[src/rtl/priority_pkg.sv]
`default_nettype none
// ============================================================================
//  Module   : priority_pkg
//  Purpose  : Shared types and helpers for the priority encoder/decoder pair.
//  Revision : 1.0  initial release
// ============================================================================
package priority_pkg;

   // Decoder FSM: accumulate a frame, then hold the result until taken.
   typedef enum logic [0:0] {
      ACCUM = 1'b0,
      HOLD  = 1'b1
   } state_t;

   // Ceiling log2 for index widths; callers only pass values >= 2.
   function automatic int clog2(input int value);
      int w;
      w = 0;
      for (int v = value - 1; v > 0; v = v >> 1) begin
         w++;
      end
      return w;
   endfunction

endpackage : priority_pkg
`default_nettype wire

[src/rtl/priority_decoder_if.sv]
`default_nettype none
// ============================================================================
//  Module   : priority_decoder_if
//  Purpose  : Index-stream input and bitmap-result output of the decoder.
//  Revision : 1.0  initial release
// ============================================================================
interface priority_decoder_if
   import priority_pkg::*;
#(
   parameter int DATA_WIDTH = 8,
   parameter int IDX_W      = clog2(DATA_WIDTH)
);
   // Index stream (upstream -> decoder)
   logic [IDX_W-1:0]      idx_i;
   logic                  idx_valid_i;
   logic                  idx_last_i;
   logic                  idx_ready_o;

   // Result stream (decoder -> downstream)
   logic [DATA_WIDTH-1:0] vec_o;
   logic                  vec_valid_o;
   logic                  vec_ready_i;
   logic                  dup_o;
   logic                  oor_o;

   // Decoder side
   modport slave (
      input  idx_i, idx_valid_i, idx_last_i, vec_ready_i,
      output idx_ready_o, vec_o, vec_valid_o, dup_o, oor_o
   );

   // Environment side
   modport master (
      output idx_i, idx_valid_i, idx_last_i, vec_ready_i,
      input  idx_ready_o, vec_o, vec_valid_o, dup_o, oor_o
   );
endinterface : priority_decoder_if
`default_nettype wire

[src/rtl/onehot_decode.sv]
`default_nettype none
// ============================================================================
//  Module   : onehot_decode
//  Purpose  : Combinational index -> one-hot decode with out-of-range flag.
//  Revision : 1.0  initial release
// ============================================================================
module onehot_decode
   import priority_pkg::*;
#(
   parameter int DATA_WIDTH = 8
) (
   input  wire logic [clog2(DATA_WIDTH)-1:0] i_idx,
   input  wire logic                         i_en,
   output logic      [DATA_WIDTH-1:0]        o_onehot,
   output logic                              o_oor
);
   localparam int IDX_W = clog2(DATA_WIDTH);

   // One extra bit so DATA_WIDTH itself is representable for the range test.
   localparam logic [IDX_W:0] c_width_ext = (IDX_W+1)'(DATA_WIDTH);

   // Each bitmap position lights when the enabled index selects it.
   for (genvar b = 0; b < DATA_WIDTH; b++) begin : g_bit
      localparam logic [IDX_W-1:0] c_bit_idx = IDX_W'(b);
      assign o_onehot[b] = i_en & (i_idx == c_bit_idx);
   end

   // Only reachable when DATA_WIDTH is not a power of two.
   assign o_oor = i_en & ({1'b0, i_idx} >= c_width_ext);

endmodule : onehot_decode
`default_nettype wire

[src/rtl/priority_decoder.sv]
`default_nettype none
// ============================================================================
//  Module   : priority_decoder
//  Purpose  : Accumulates a framed stream of bit indices into a bitmap and
//             presents it with duplicate/out-of-range flags on a registered
//             valid/ready output.
//  Revision : 1.0  initial release
// ============================================================================
module priority_decoder
   import priority_pkg::*;
#(
   parameter int DATA_WIDTH = 8
) (
   input  wire logic clk_i,
   input  wire logic rstn_i,
   priority_decoder_if.slave bus
);
   localparam int IDX_W = clog2(DATA_WIDTH);

   // FSM state
   state_t r_state;
   state_t w_state_nxt;

   // Working accumulation for the frame in progress
   logic [DATA_WIDTH-1:0] r_bitmap;
   logic                  r_dup;
   logic                  r_oor;

   // Registered result presented downstream
   logic [DATA_WIDTH-1:0] r_vec;
   logic                  r_vec_dup;
   logic                  r_vec_oor;

   // Combinational helpers
   logic                  w_accept;
   logic                  w_done;
   logic [DATA_WIDTH-1:0] w_onehot;
   logic                  w_beat_oor;
   logic [DATA_WIDTH-1:0] w_bitmap_nxt;
   logic                  w_dup_nxt;
   logic                  w_oor_nxt;
   logic                  w_idx_ready;
   logic                  w_vec_valid;

   assign w_accept = bus.idx_valid_i & w_idx_ready;
   assign w_done   = bus.vec_ready_i & w_vec_valid;

   onehot_decode #(
      .DATA_WIDTH (DATA_WIDTH)
   ) u_onehot_decode (
      .i_idx    (bus.idx_i),
      .i_en     (w_accept),
      .o_onehot (w_onehot),
      .o_oor    (w_beat_oor)
   );

   // Frame state including the beat being accepted this cycle.
   assign w_bitmap_nxt = r_bitmap | w_onehot;
   assign w_dup_nxt    = r_dup | (|(r_bitmap & w_onehot));
   assign w_oor_nxt    = r_oor | w_beat_oor;

   // State register
   always_ff @(posedge clk_i or negedge rstn_i) begin
      if (!rstn_i) begin
         r_state <= ACCUM;
      end else begin
         r_state <= w_state_nxt;
      end
   end

   // Next-state: leave ACCUM on the last accepted beat, leave HOLD on take.
   always_comb begin
      w_state_nxt = r_state;
      case (r_state)
         ACCUM:   if (w_accept && bus.idx_last_i) w_state_nxt = HOLD;
         HOLD:    if (bus.vec_ready_i)            w_state_nxt = ACCUM;
         default:                                 w_state_nxt = ACCUM;
      endcase
   end

   // Outputs decoded from state only, so no input reaches an output directly.
   always_comb begin
      w_idx_ready = 1'b0;
      w_vec_valid = 1'b0;
      case (r_state)
         ACCUM:   w_idx_ready = 1'b1;
         HOLD:    w_vec_valid = 1'b1;
         default: w_idx_ready = 1'b0;
      endcase
   end

   // Accumulate beats, capture the result on the last one, clear after take.
   always_ff @(posedge clk_i or negedge rstn_i) begin
      if (!rstn_i) begin
         r_bitmap  <= '0;
         r_dup     <= 1'b0;
         r_oor     <= 1'b0;
         r_vec     <= '0;
         r_vec_dup <= 1'b0;
         r_vec_oor <= 1'b0;
      end else begin
         if (w_accept) begin
            r_bitmap <= w_bitmap_nxt;
            r_dup    <= w_dup_nxt;
            r_oor    <= w_oor_nxt;
            if (bus.idx_last_i) begin
               r_vec     <= w_bitmap_nxt;
               r_vec_dup <= w_dup_nxt;
               r_vec_oor <= w_oor_nxt;
            end
         end
         // r_vec is left as-is; it is only meaningful while vec_valid_o is high.
         if (w_done) begin
            r_bitmap <= '0;
            r_dup    <= 1'b0;
            r_oor    <= 1'b0;
         end
      end
   end

   assign bus.idx_ready_o = w_idx_ready;
   assign bus.vec_valid_o = w_vec_valid;
   assign bus.vec_o       = r_vec;
   assign bus.dup_o       = r_vec_dup;
   assign bus.oor_o       = r_vec_oor;

   // IDX_W documents the index width seen through the interface.
   logic w_unused_width;
   assign w_unused_width = (IDX_W > 0);

endmodule : priority_decoder
`default_nettype wire

[src/flat_wrapper.sv]
// flat-port wrapper written by rule: the top's interface ports become plain ports
module priority_decoder_flat import priority_pkg::*;
#(
   parameter int DATA_WIDTH = 8
)
  (clk_i, rstn_i, bus_idx_i, bus_idx_valid_i, bus_idx_last_i, bus_vec_ready_i, bus_idx_ready_o, bus_vec_o, bus_vec_valid_o, bus_dup_o, bus_oor_o);
  priority_decoder_if #(.DATA_WIDTH(DATA_WIDTH)) bus_i ();
  input  wire logic clk_i;
  input  wire logic rstn_i;
  input wire logic [$bits(bus_i.idx_i)-1:0] bus_idx_i;
  input wire logic [$bits(bus_i.idx_valid_i)-1:0] bus_idx_valid_i;
  input wire logic [$bits(bus_i.idx_last_i)-1:0] bus_idx_last_i;
  input wire logic [$bits(bus_i.vec_ready_i)-1:0] bus_vec_ready_i;
  output wire logic [$bits(bus_i.idx_ready_o)-1:0] bus_idx_ready_o;
  output wire logic [$bits(bus_i.vec_o)-1:0] bus_vec_o;
  output wire logic [$bits(bus_i.vec_valid_o)-1:0] bus_vec_valid_o;
  output wire logic [$bits(bus_i.dup_o)-1:0] bus_dup_o;
  output wire logic [$bits(bus_i.oor_o)-1:0] bus_oor_o;
  assign bus_i.idx_i = bus_idx_i;
  assign bus_i.idx_valid_i = bus_idx_valid_i;
  assign bus_i.idx_last_i = bus_idx_last_i;
  assign bus_i.vec_ready_i = bus_vec_ready_i;
  assign bus_idx_ready_o = bus_i.idx_ready_o;
  assign bus_vec_o = bus_i.vec_o;
  assign bus_vec_valid_o = bus_i.vec_valid_o;
  assign bus_dup_o = bus_i.dup_o;
  assign bus_oor_o = bus_i.oor_o;
  priority_decoder #(.DATA_WIDTH(DATA_WIDTH)) u_core (.clk_i(clk_i), .rstn_i(rstn_i), .bus(bus_i));
endmodule
[config.mk]
export PLATFORM = sky130hd
export DESIGN_NAME = priority_decoder_flat
export DESIGN_NICKNAME = d
export VERILOG_FILES = /design/src/rtl/priority_pkg.sv /design/src/rtl/priority_decoder_if.sv /design/src/rtl/onehot_decode.sv /design/src/rtl/priority_decoder.sv /design/src/flat_wrapper.sv
export SDC_FILE = /design/constraint.sdc
export NUM_CORES = 1
export LEC_CHECK = 0
export CORE_MARGIN = 2
export CORE_UTILIZATION = 48
export DETAILED_ROUTE_END_ITERATION = 12
export PLACE_DENSITY = 0.76
export SKIP_LAST_GASP = 1
export SLEW_MARGIN = 0
export SYNTH_ARGS = -nofsm -noshare
export SYNTH_HDL_FRONTEND = slang
export SYNTH_SLANG_ARGS = --single-unit
[constraint.sdc]
create_clock -name clk_i -period 1.43 [get_ports clk_i]
set_input_delay 0.286 -clock clk_i [delete_from_list [all_inputs] [get_ports clk_i]]
set_output_delay 0.286 -clock clk_i [all_outputs]
set_load 0.02 [all_outputs]
==> results.toml <==
[floorplanning]
die_x_um = 48.0
chipHeight_um = 48.0
die_area_um2 = 2300
start_util_pct = 52.6
coreArea_um2 = 1760
num_rows = 15
io_pins = 20

[finish]
syn_to_final_growth_pct = 34.6
n_antenna_cell = 0
fin_area_um2 = 1250
fin_nets = 133
mostFrequentLayoutCell = "dfrtp_1"
layout_common_cells = "19 x dfrtp_1, 16 x a21oi_1, 14 x buf_4"
finalNonFillerCells = 149
drive_above_1_share_pct = 23.4

[grt]
first_global_vias = 775
grt_pass1_wl_mm = 3.56
antenna_found_initial = 0
grtUsageTotal_pct = 22.8
grt_max_degree = 20
grt_overflow = 0

[setup_path]
worstSetupStartpointType = "flop"
crit_arrival_ns = 1.11
cp.required_ns = 1.14
r2r_setup_slack_ns = 0.08
critPathKind = "flop to output pin"
end_kind = "output pin"
reg2reg_depth = 5
reg2reg_to = "u_core.bus.dup_o$_DFFE_PN0P_"
crit_fanout = 3
r2r_start = "u_core.r_state$_DFF_PN0_"

[sta]
rsz0062_at_grt = "no"
finalSetupViolCount = 0
finalHoldViolCount = 0
period_minus_slack_ns = 1.39
fmax_mhz = 717
period_share_pct = 97.5
skew_ns = 0.00106
maxSlewViolCount = 0

[logic_synthesis]
synthDistinctLibCells = 27
synth_area_um2 = 928
synth_cells = 92
ys_seq_elements = 19
yosys_warnings = 0
syn-num-nets = 100
synthTopCellsByArea = "dfrtp_1 51%, a21oi_1 8.6%, o2bb2ai_1 5.7%"
ys_seq_area_share_pct = 51.2
synth_area_leader_cell = "dfrtp_1"
syn_area_per_cell_um2 = 10.1
yosys.area.top_type_share_pct = 51.2

[flow_run]
drv_cap = 0

[cts]
clk_pin_slew_ns = 0.11
htree_levels = 1
root_buffer = "clkbuf_4"
cts.sinks = 19
post-cts-setup-buffers = 0
cts_buffers = 3
clk_path_buf_depth = 2
hold_buffers = 0
clk_latency_ns = 0.30
cts_tree = "done"

[placement]
hpwlAfterDp_mm = 1.59
io_buffers = 18
placed_cell_area_um2 = 1230
placed_cells = 145
globalplace.congestion = 0.865

[min_path]
hp-class = "input pin to asynchronous set/reset pin"

[run_status]
status = "finished, final reports clean"

[routing]
wire_per_inst_um = 14.1
wirelength_mm = 2.10
dr.pass1.iters = 4
antenna_left = 0
drt-initial-drc-count = 18
viasPerCell = 5.40
num_vias = 804
drc_errors = 0

[power_and_ir_drop]
peakVddDrop_mv = 0.810
p_per_area_nw_per_um2 = 1320
leakage_nw = 0.587
## worst max-delay path by stage
stage | startpoint | cells past startpoint | endpoint | slack [ns]
2_1_floorplan | u_core.r_state$_DFF_PN0_ | 4 | u_core.bus.dup_o$_DFFE_PN0P_ | 0.16
3_3_place_gp | bus_idx_i[1] | 5 | u_core.r_dup$_DFFE_PN0P_ | -0.21
3_5_place_dp | bus_idx_i[0] | 5 | u_core.r_dup$_DFFE_PN0P_ | -0.27
4_1_cts | u_core.r_state$_DFF_PN0_ | 2 | bus_idx_ready_o | -0.004
5_1_grt | u_core.r_state$_DFF_PN0_ | 2 | bus_idx_ready_o | 0.005
6_report | u_core.r_state$_DFF_PN0_ | 2 | bus_idx_ready_o | 0.04
## report_power, final
part / internal (W) / switching (W) / total, W
clock: 0.000104 / 0.000174 / 0.000279
combinational: 0.000262 / 0.000321 / 0.000583
sequential: 0.000678 / 0.000110 / 0.000788
## timing repair
item | in CTS | in global routing
cloned | 0 | 0
setup endpoints to repair | 11 | 2
gates resized for setup | 11 | 2
## state kept, by name (all words and copies together) (netlist names)
| register | count |
|---|---|
| u_core.r_state | 1 |
| u_core.r_dup | 1 |
| u_core.r_bitmap | 8 |
| u_core.bus.dup_o | 1 |
| u_core.bus.vec_o | 8 |
## cell families (layout without fill, tap and decap cells)
logic type / Yosys count / in the layout / share of synthesized area [%]
mux: 2 / 2 / 2.16
flops: 19 / 19 / 51.2
compound gates: 39 / 39 / 27.4
simple gates: 21 / 21 / 13.3
other cells: 1 / 1 / 0.404
buf+inv: 10 / 42 / 5.52
## critical path, cell delays in order, from the launching register on
cell and delay (ns):
dfrtp_1 0.42, inv_1 0.08, clkdlybuf4s15_1 0.30
## stage by stage
step	hold slack [ns]	util, %	power [W]	setup slack, ns	setup TNS (ns)
CTS	0.297	70.6	0.00166	-0.00373	-0.00373
finish	0.298	70.9	0.00165	0.0354	0
floorplan	-0.00959	-	0.00113	0.156	0
detailed placement	0.474	69.9	0.00144	-0.268	-1.63
global placement	0.465	69.9	0.00142	-0.211	-1.26
global route	0.329	70.9	0.00176	0.00535	0
## synth_stat cells (all sizes together)
cell,n
and2,1
a211oi,1
nor3b,1
a221o,1
o2bb2ai,6
a21oi,16
buf,4
nor2,5
nor2b,1
dfrtp,19
inv,5
conb,1
nand4bb,1
nand2,9
a31oi,3
mux2i,2
a22o,1
and2b,2
o32ai,1
clkbuf,1
nor4,1
o21ai,10
## routing by layer
| layer | track usage [%] | up-vias | part of all wire (%) |
|---|---|---|---|
| met4 | 13.0 | 0 | 1.9 |
| met3 | 3.40 | 4 | 6.0 |
| met2 | 34.1 | 27 | 47 |
| met5 | 0 | - | 0 |
| met1 | 31.3 | 377 | 45 |
| li1 | - | 396 | - |
## cell type report
cell class	instances	area, µm²
Inverter	5	18.8
Tap cell	25	31.3
Sequential cell	19	475
Clock buffer	3	22.5
Timing Repair Buffer	33	293
Clock inverter	1	5.00
Fill cell	154	514
Multi-Input combinational cell	63	404
(Power assumes the default switching activity.)
